===== config.mk =====
export PLATFORM = sky130hd
export DESIGN_NAME = muxn1_arb
export DESIGN_NICKNAME = d
export VERILOG_FILES = /design/src/rtl/muxn1_arb.sv
export SDC_FILE = /design/constraint.sdc
export NUM_CORES = 1
export LEC_CHECK = 0
export CORE_AREA = 4 4 41 43
export CTS_BUF_LIST = sky130_fd_sc_hd__clkbuf_8
export DETAILED_ROUTE_END_ITERATION = 7
export DIE_AREA = 0 0 45 47
export PLACE_DENSITY = 0.68
export RECOVER_POWER = 25
export SLEW_MARGIN = 10
export SYNTH_ARGS = -nofsm -noshare
export SYNTH_HDL_FRONTEND = slang
export SYNTH_SLANG_ARGS = --single-unit

===== constraint.sdc =====
create_clock -name clk -period 2.2 [get_ports clk]
set_input_delay 0.44 -clock clk [delete_from_list [all_inputs] [get_ports clk]]
set_output_delay 0.44 -clock clk [all_outputs]
set_load 0.05 [all_outputs]

===== src/rtl/muxn1_arb.sv =====
// muxn1_arb: N:1 multiplexer with a one-entry registered output and
// valid/ready handshaking on every input channel and on the output.
// The channel is picked by an external selector (directed mode) or, when the
// design is built with MUXN1_ARB_RR_EN defined, by a round-robin arbiter over
// the channels that currently present data (mode=1).
// Without MUXN1_ARB_RR_EN the mode input is ignored and no pointer is built.
module muxn1_arb #(
    parameter int  WIDTH  = 2,
    parameter int  NUM_CH = 4,
    localparam int SEL_W  = $clog2(NUM_CH)
) (
    input  logic                    clk,
    input  logic                    reset,
    input  logic                    mode,
    input  logic [SEL_W-1:0]        selector,
    input  logic [NUM_CH*WIDTH-1:0] data_in,
    input  logic [NUM_CH-1:0]       valid_in,
    output logic [NUM_CH-1:0]       ready_in,
    output logic [WIDTH-1:0]        data_out,
    output logic                    valid_out,
    input  logic                    ready_out,
    output logic [SEL_W-1:0]        grant_out,
    output logic                    sel_err
);

    // Channel count at selector width + 1 so out-of-range selectors compare correctly.
    localparam logic [SEL_W:0] NUM_CH_W = NUM_CH[SEL_W:0];

    // Output register and sticky error flag
    logic [WIDTH-1:0]  data_q,  data_d;
    logic [SEL_W-1:0]  grant_q, grant_d;
    logic              valid_q, valid_d;
    logic              err_q,   err_d;

    logic              load_en;
    logic              sel_in_range;
    logic              rr_mode;
    logic [SEL_W-1:0]  cand;
    logic              cand_ok;
    logic [NUM_CH-1:0] hit;
    logic              cand_valid;
    logic              accept;
    logic              err_set;
    logic [WIDTH-1:0]  cand_data;

    // The output slot can take a new item when empty or being drained this cycle.
    assign load_en      = !valid_q || ready_out;
    assign sel_in_range = ({1'b0, selector} < NUM_CH_W);

`ifdef MUXN1_ARB_RR_EN
    logic [SEL_W-1:0]    ptr_q, ptr_d;
    logic [2*NUM_CH-1:0] valid_dbl;
    logic [SEL_W-1:0]    rr_off;
    logic                rr_found;
    logic [SEL_W:0]      rr_sum;
    logic [SEL_W-1:0]    rr_cand;
    logic [SEL_W:0]      cand_inc;

    assign rr_mode   = mode;
    // Two copies back to back let the scan from ptr wrap without modulo logic.
    assign valid_dbl = {valid_in, valid_in};

    // Find the smallest offset from ptr whose channel is valid, then map it
    // back to a channel index, wrapping at NUM_CH (not at 2**SEL_W).
    always_comb begin
        rr_found = 1'b0;
        rr_off   = '0;
        for (int k = NUM_CH - 1; k >= 0; k--) begin
            if (valid_dbl[k + int'(ptr_q)]) begin
                rr_found = 1'b1;
                rr_off   = SEL_W'(k);
            end
        end
        rr_sum = {1'b0, ptr_q} + {1'b0, rr_off};
        if (rr_sum >= NUM_CH_W) begin
            rr_sum = rr_sum - NUM_CH_W;
        end
        rr_cand = SEL_W'(rr_sum);
    end

    assign cand    = rr_mode ? rr_cand  : selector;
    assign cand_ok = rr_mode ? rr_found : sel_in_range;

    // Pointer moves just past the granted channel on round-robin accepts only.
    always_comb begin
        ptr_d    = ptr_q;
        cand_inc = {1'b0, cand} + 1'b1;
        if (cand_inc == NUM_CH_W) begin
            cand_inc = '0;
        end
        if (accept && rr_mode) begin
            ptr_d = SEL_W'(cand_inc);
        end
    end

    // Round-robin pointer register
    always_ff @(posedge clk) begin
        if (reset) begin
            ptr_q <= '0;
        end else begin
            ptr_q <= ptr_d;
        end
    end
`else
    logic unused_mode;

    assign unused_mode = mode;
    assign rr_mode     = 1'b0;
    assign cand        = selector;
    assign cand_ok     = sel_in_range;
`endif

    // One-hot decode of the candidate; ready goes only to that channel.
    for (genvar gi = 0; gi < NUM_CH; gi++) begin : g_ch
        assign hit[gi]      = cand_ok && (cand == SEL_W'(gi));
        assign ready_in[gi] = hit[gi] && load_en && !reset;
    end

    assign cand_valid = |(hit & valid_in);
    assign accept     = cand_valid && load_en && !reset;
    assign err_set    = !rr_mode && !sel_in_range && (|valid_in);

    // AND-OR mux of the candidate channel's data
    always_comb begin
        cand_data = '0;
        for (int c = 0; c < NUM_CH; c++) begin
            cand_data = cand_data | (data_in[c*WIDTH +: WIDTH] & {WIDTH{hit[c]}});
        end
    end

    // Output slot next state: load on accept, otherwise drain on ready_out.
    always_comb begin
        data_d  = data_q;
        grant_d = grant_q;
        valid_d = valid_q;
        if (accept) begin
            data_d  = cand_data;
            grant_d = cand;
            valid_d = 1'b1;
        end else if (ready_out) begin
            valid_d = 1'b0;
        end
        err_d = err_q | err_set;
    end

    // Output register and sticky error flag, cleared only by reset
    always_ff @(posedge clk) begin
        if (reset) begin
            data_q  <= '0;
            grant_q <= '0;
            valid_q <= 1'b0;
            err_q   <= 1'b0;
        end else begin
            data_q  <= data_d;
            grant_q <= grant_d;
            valid_q <= valid_d;
            err_q   <= err_d;
        end
    end

    assign data_out  = data_q;
    assign grant_out = grant_q;
    assign valid_out = valid_q;
    assign sel_err   = err_q;

endmodule


=== Yosys cells after proc, flatten, opt, wreduce, memory -nomap -nowiden ===
Cells that the tools add are included.

* Equal/unequal tests: 3
* Muxes and demuxes: 2
* Bitwise logic cells: 8
* Reduce and logical (&&, ||, !) cells: 16

{| class="wikitable"
|+ Operators by type and width
! kind !! count
|-
| $logic_and 1x1->1 || 10
|-
| $and 2x2->2 || 4
|-
| $or 2x2->2 || 3
|-
| $and 4x4->4 || 1
|-
| $eq 2x2->1 const B || 2
|-
| $reduce_or 4->1 || 1
|-
| $eq 2x1->1 const B || 1
|-
| $logic_not 1->1 || 2
|-
| $logic_not 2->1 || 1
|-
| $mux 1 || 2
|-
| $reduce_bool 2->1 || 1
|-
| $logic_or 1x1->1 || 1
|}

* Register bits: 5
* Input port bits: 18
* Output and inout port bits: 10
* Logic and storage cells: 32

=== Longest topological paths before layout ===
Gate-level depths: netlist of run 1.

* Depth in word-level cells: 6
* Depth in mapped cells: 5
* Mapped depth without buffers: 4

=== Least setup slack after synthesis of run 1 ===
No wires, ideal clock.

* Kind: register to output
* Start point: register valid_q, in the netlist valid_out
* End point: output ready_in[2]
* Arrival time: 2354 ps
* Data required time: 1760 ps
* Slack: -594 ps
* Cell stages (with the launch flop): 3
* Path buffers: 0
* Cells stage by stage: dfxtp_1 > nor2b_1 > nor4b_1

* Word-level cells in the longest chain between the ends: 4

{| class="wikitable"
|+ RTL lines
! element !! RTL line !! text
|-
| from (decl) || 32 || <nowiki>logic valid_q, valid_d;</nowiki>
|-
| from (signal assigned) || 156 || <nowiki>valid_q <= valid_d;</nowiki>
|-
| $logic_not 1->1 || 47 || <nowiki>assign load_en = !valid_q || ready_out;</nowiki>
|-
| $logic_or 1x1->1 || 47 ||
|-
| $logic_and 1x1->1 (2 in a row) || 116 || <nowiki>assign ready_in[gi] = hit[gi] && load_en && !reset;</nowiki>
|-
| to (decl) || 18 || <nowiki>output logic [NUM_CH-1:0] ready_in,</nowiki>
|}

No other way between the ends.

=== Final worst setup path of run 1 ===
* Start point: input selector[0]
* End point: output ready_in[3]

* Word-level cells in the longest chain between the ends: 3

{| class="wikitable"
|+ RTL lines
! element !! RTL line !! text
|-
| from (decl) || 15 || <nowiki>input logic [SEL_W-1:0] selector,</nowiki>
|-
| $eq 2x2->1 || 115 || <nowiki>assign hit[gi] = cand_ok && (cand == SEL_W'(gi));</nowiki>
|-
| $logic_and 1x1->1 (2 in a row) || 116 ||
|}

No other way between the ends.

==> flow_metrics.env, run 1 <==
export IMPL_min_from="grant_out[1]"
export IMPL_grt_pass1_wl_um=1590
export IMPL_ir_drop_mv=0.271
export IMPL_synth_commonest_cells="dfxtp_1, a21oi_1, nand3_1"
export IMPL_share_comb_of_total_power_pct=35.9
export IMPL_synth_most_common_cell="dfxtp_1"
export IMPL_cts_tree="done"
export IMPL_synthArstFlopShare_pct=0
export IMPL_synth_seq_area_share_pct=27.4
export IMPL_clk_insertion_delay_late_ns=0.22
export IMPL_syn_inst=39
export IMPL_fmax_mhz=479
export IMPL_final_cells=87
export IMPL_vias=422
export IMPL_firstDrtPassIters=2
export IMPL_area_growth_pct=106
export IMPL_antenna_found_initial=0
export IMPL_drt_initial_drc_count=12
export IMPL_hold_ws_ns=0.457
export IMPL_synth_area_top_cells="dfxtp_1, mux4_1, buf_6"
export IMPL_clk_pin_slew_worst_paths_ns=0.04
export IMPL_slew_headroom_pct=66.8
export IMPL_clock_sinks=5
export IMPL_synth_edff_count=0
export IMPL_synth_largest_area_cell="dfxtp_1"
export IMPL_path_class="input port to output port"
export IMPL_grt_pass1_vias=410
export IMPL_fillers=135
export IMPL_gp_congestion=0.703
export IMPL_drv_slew=0
export IMPL_viasPerCell=4.85
export IMPL_core_area_sq_um=1300
export IMPL_rr_startpoint="valid_out"
export IMPL_postLayoutCellArea_sq_um=752
export IMPL_clockBufferDepth=2
export IMPL_wire_per_inst_um=10.7
export IMPL_wl_met3_um=132
export IMPL_start_util_pct=28.1
export IMPL_grt_start_max_net_pins=7
export IMPL_hold_end="grant_out[1]"
export IMPL_worst_r2r_setup_slack_ns=0.99
export IMPL_critPathCaptureType="output port"
export IMPL_critPathMaxStageDelay_ns=0.52
export IMPL_status="complete, no violations"
export IMPL_finClkSkew_ns=0.00150
export IMPL_portBuffers=25
export IMPL_hold_viol_final=0
export IMPL_place_area_sq_um=701
export IMPL_cts_root_buf="clkbuf_8"
export IMPL_worst_path_max_delay_cell="clkdlybuf4s50_1"
export IMPL_fin_crit_sh_pct=94.8
export IMPL_fp_dieW_um=45
export IMPL_wl_met2_um=398
export IMPL_ioPinCount=28
export IMPL_path_cells="clkdlybuf4s50_1 > inv_1 > nor4b_2 > buf_4 > buf_12"
export IMPL_switching_share_pct=29.6
export IMPL_routedLengthMet1_um=385
export IMPL_syn_area_sq_um=365
export IMPL_die_y_um=47
export IMPL_track_usage_pct=10.6
export IMPL_internal_power_uw=295
export IMPL_nets=91
export IMPL_synth_flop_cell="dfxtp_1"
export IMPL_final_layout_size_suffix_gt1_share_pct=27.8
export IMPL_place_inst=83
export IMPL_cts_buffers=3
export IMPL_total_power_uw=419
export IMPL_synth_top_area_share_pct=27.4
export IMPL_p_sw_uw=124
export IMPL_powerDensity_nw_per_um2=557
export IMPL_htree_levels=1
export IMPL_p_leak_uw=0.000309
export IMPL_highest_layer="met4"
export IMPL_critPathArrivalTime_ns=1.65
export IMPL_wirelength_um=929
export IMPL_timing_final_crit_period_ns=2.09
export IMPL_grt_overflow=0
export IMPL_cp_required_ns=1.76
export IMPL_dpl_hpwl_um=813
export IMPL_start_kind="input port"
export IMPL_n_antenna_cell=0
export IMPL_antenna_left=0
export IMPL_rows=13
export IMPL_worst_pin_slew_ns=0.497
export IMPL_hold_depth=2
export IMPL_cp_max_fo=4
export IMPL_ys_warnings_count=0
export IMPL_reg2reg_depth=4
export IMPL_die_area_sq_um=2120
export IMPL_reg2reg_to="data_out[1]"
export IMPL_ys_seq_elements=5
export IMPL_p_seq_share_pct=24.5
export IMPL_clockPowerShare_pct=39.5
export IMPL_setup_tns_ns=0
export IMPL_hold_class="register to register"
export IMPL_synth_net_count=57
export IMPL_maxCapViolCount=0
export IMPL_avgSynthCellArea_sq_um=9.37
export IMPL_synth_distinct_cells=23
export IMPL_finalSetupViolCount=0
export IMPL_drc=0
layer usage:
layer  GRT usage, %  up-vias
met3           4.21        2
li1               -      211
met5              0        -
met4           8.77        0
met2           15.3       24
met1           12.3      185
kinds of logic (layout without fill, tap and decap cells):
group | after synthesis | count (layout) | share of synthesized area (%)
flops | 5 | 5 | 27.4
compound gates | 9 | 9 | 13.4
mux | 4 | 4 | 21.2
simple gates | 15 | 15 | 26.7
buf+inv | 5 | 38 | 10.3
other cells | 1 | 1 | 1.03
final cells by class:
cell class                 count  area, sq um  area share (%)
clock inverter                 1         3.75           0.499
timing repair buffer          33          350            46.6
clock buffer                   3         41.3            5.49
sequential                     5          100            13.3
inverter                       1         3.75           0.499
tap                           15         18.8            2.50
multi-input combinational     29          234            31.1
worst max-delay path: cells and delay by family:
kind	cells	cell delay, ns
buffers and inverters	4	0.90
AND/OR/NAND/NOR	1	0.30
power groups by stage:
stage	clock network (uW)	registers (uW)	logic, uW
after global placement	0	104	151
after detailed placement	0	104	152
final	166	103	151
after CTS	168	103	152
after global routing	178	104	160
after floorplan	0	130	59.6
placed cells by master, fill, tap and decap left out:
master           synthesis  routed
nor4b_2                  0       1
mux2_4                   1       1
clkbuf_8                 0       3
nand3_1                  4       4
and3_4                   1       1
dlygate4sd3_1            0       2
a21oi_1                  4       4
buf_12                   0       4
nor3_1                   1       1
clkdlybuf4s50_1          0      19
o21ai_0                  1       1
mux4_1                   2       2
or3_4                    1       1
mux2i_1                  1       1
a21oi_2                  1       1
dfxtp_1                  5       5
nor2_1                   1       1
buf_4                    1       8
inv_1                    1       2
o21ai_1                  3       3
nand2b_1                 1       1
nor4_1                   2       2
nor2b_1                  1       1
nand2_1                  1       1
conb_1                   1       1
nor4b_1                  2       1
worst max-delay path by stage:
stage                   to  cells past startpoint   startpoint
6_report       ready_in[3]                      5  selector[0]
4_1_cts        ready_in[3]                      5  selector[0]
3_5_place_dp   ready_in[3]                      5  selector[0]
5_1_grt        ready_in[3]                      5  selector[0]
2_1_floorplan  ready_in[2]                      2    valid_out
3_3_place_gp   ready_in[3]                      5  selector[0]
per-stage QoR:
step	utilization, %	setup slack [ns]
floorplan	-	-0.594
global placement	53.8	0.0674
detailed placement	53.8	0.0703
CTS	57.3	0.0565
global route	57.8	-0.00216
finish	57.8	0.113
sequential cells by signal, indices dropped and copies added, names as in the netlist:
register / flops
data_out: 2
grant_out: 2
valid_out: 1
timing repair:
| item | 4_1_cts | 5_1_grt |
|---|---|---|
| buffers inserted | 0 | 0 |
| resized for setup | 0 | 1 |
| hold buffers | 0 | 0 |
| endpoints found under the hold margin | 0 | 0 |
| endpoints found under the setup margin | 0 | 1 |
Note: power is estimated with default switching activity, not from simulation.
==> inputs of run 2 (changes only) <==
--- a/config.mk
+++ b/config.mk
@@ -9,6 +9,7 @@
 export CTS_BUF_LIST = sky130_fd_sc_hd__clkbuf_8
 export DETAILED_ROUTE_END_ITERATION = 7
 export DIE_AREA = 0 0 45 47
+export GPL_TIMING_DRIVEN = 0
 export PLACE_DENSITY = 0.68
 export RECOVER_POWER = 25
 export SLEW_MARGIN = 10
==> flow_metrics.env, run 2 (synthesized netlist as in run 1, its figures left out) <==
export IMPL_crit_buf_inv=2
export IMPL_fp_dieW_um=45
export IMPL_path_class="input port to output port"
export IMPL_path_delay_family="buffers and inverters"
export IMPL_antenna_found_initial=0
export IMPL_timing_final_crit_period_ns=2.01
export IMPL_final_layout_size_suffix_gt1_share_pct=18.5
export IMPL_final_common_cell="clkdlybuf4s50_1"
export IMPL_nets=84
export IMPL_firstDrtPassIters=4
export IMPL_n_antenna_cell=0
export IMPL_clock_sinks=5
export IMPL_die_y_um=47
export IMPL_status="complete, no violations"
export IMPL_antenna_left=0
export IMPL_critPathArrivalTime_ns=1.57
export IMPL_drt_initial_drc_count=2
export IMPL_maxCapViolCount=0
export IMPL_post_cts_buffers=0
export IMPL_drc=0
export IMPL_htree_levels=1
export IMPL_dpl_hpwl_um=698
export IMPL_path_cells="clkdlybuf4s50_1 > nor2b_1 > nor4b_1 > buf_2"
export IMPL_gp_congestion=0.711
export IMPL_ioPinCount=28
export IMPL_clk_insertion_delay_late_ns=0.22
export IMPL_grt_pass1_wl_um=1480
export IMPL_critPathMaxStageDelay_ns=0.47
export IMPL_portBuffers=22
export IMPL_cts_tree="done"
export IMPL_fillers=142
export IMPL_hold_ws_ns=0.461
export IMPL_p_leak_uw=0.000249
export IMPL_wire_per_inst_um=10.9
export IMPL_viasPerCell=5.00
export IMPL_clockBufferDepth=2
export IMPL_die_area_sq_um=2120
export IMPL_rsz0062_at_grt="false"
export IMPL_total_power_uw=395
export IMPL_finalSetupViolCount=0
export IMPL_drv_slew=0
export IMPL_ir_drop_mv=0.228
export IMPL_track_usage_pct=10.1
export IMPL_critPathCaptureType="output port"
export IMPL_hold_viol_final=0
export IMPL_fin_crit_sh_pct=91.5
export IMPL_fmax_mhz=497
export IMPL_cp_required_ns=1.76
export IMPL_worst_path_max_delay_cell="clkdlybuf4s50_1"
export IMPL_area_growth_pct=69.9
export IMPL_grt_overflow=0
export IMPL_finClkSkew_ns=0.000347
export IMPL_final_cell_mix="clkdlybuf4s50_1, dfxtp_1, nand3_1, a21oi_1"
export IMPL_rows=13
export IMPL_vias=400
export IMPL_grt_start_max_net_pins=10
export IMPL_cp_max_fo=6
export IMPL_grt_pass1_vias=373
export IMPL_hold_class="register to register"
export IMPL_core_area_sq_um=1300
export IMPL_cts_root_buf="clkbuf_8"
export IMPL_cts_buffers=3
export IMPL_clk_pin_slew_worst_paths_ns=0.04
export IMPL_start_kind="input port"
export IMPL_powerDensity_nw_per_um2=637
export IMPL_start_util_pct=28.1
export IMPL_wirelength_um=871
## run 2: changes by cell type in the layout (fill, tap and decap cells not counted), sizes merged
cell / before / now
buf: 12 / 5
clkbuf: 3 / 6
dlygate4sd3: 2 / 0
clkdlybuf4s50: 19 / 18
## run 2: layout make-up
type                            instances  area (sq um)  area share [%]
Sequential cell                         5           100            16.1
Tap cell                               15          18.8            3.02
Timing Repair Buffer                   22           200            32.3
Clock inverter                          1          3.75           0.605
Multi-Input combinational cell         29           219            35.3
Inverter                                1          3.75           0.605
Buffer                                  4          33.8            5.44
Clock buffer                            3          41.3            6.65
## run 2: path summary, 6_finish.rpt
path	endpoint	cells past startpoint	startpoint	slack [ns]
max	ready_in[2]	4	ready_out	0.19
min	data_out[1]	2	data_out[1]	0.46
max reg2reg	grant_out[0]	4	valid_out	0.94
min reg2reg	data_out[1]	2	data_out[1]	0.46
## run 2: power breakdown
part	internal, uW	switching (uW)
Sequential	98.8	3.99
Combinational	57.9	70.2
Clock	120	44.8
Total	276	119
## run 2: what timing repair did
action,CTS,global route
endpoints found under the setup margin,4,4
resized for setup,14,6
hold buffers,0,0
## run 2: routing by layer
metal | vias up | track usage (%) | wire length [um]
met2 | 27 | 13.8 | 370
met1 | 171 | 12.2 | 365
met4 | 0 | 12.3 | 19
li1 | 200 | - | -
met5 | - | 0 | 0
met3 | 2 | 1.53 | 115
## run 2: worst min-delay path: stages, from the launching register on
cell	delay, ns
dfxtp_1	0.30
nand3_1	0.06
a21oi_1	0.05
## run 2: per-stage QoR
| step | setup TNS [ns] | utilization (%) | instance area, sq um | std cells | setup slack (ns) |
|---|---|---|---|---|---|
| after detailed placement | -1.30 | 46.4 | 604 | 76 | -0.366 |
| after global routing | 0 | 47.7 | 621 | 80 | 0.0780 |
| after global placement | -1.32 | 46.4 | 604 | 76 | -0.379 |
| after floorplan | -2.03 | - | 365 | 39 | -0.594 |
| after CTS | 0 | 49.9 | 649 | 80 | 0.000712 |
| final | 0 | 47.7 | 621 | 80 | 0.188 |
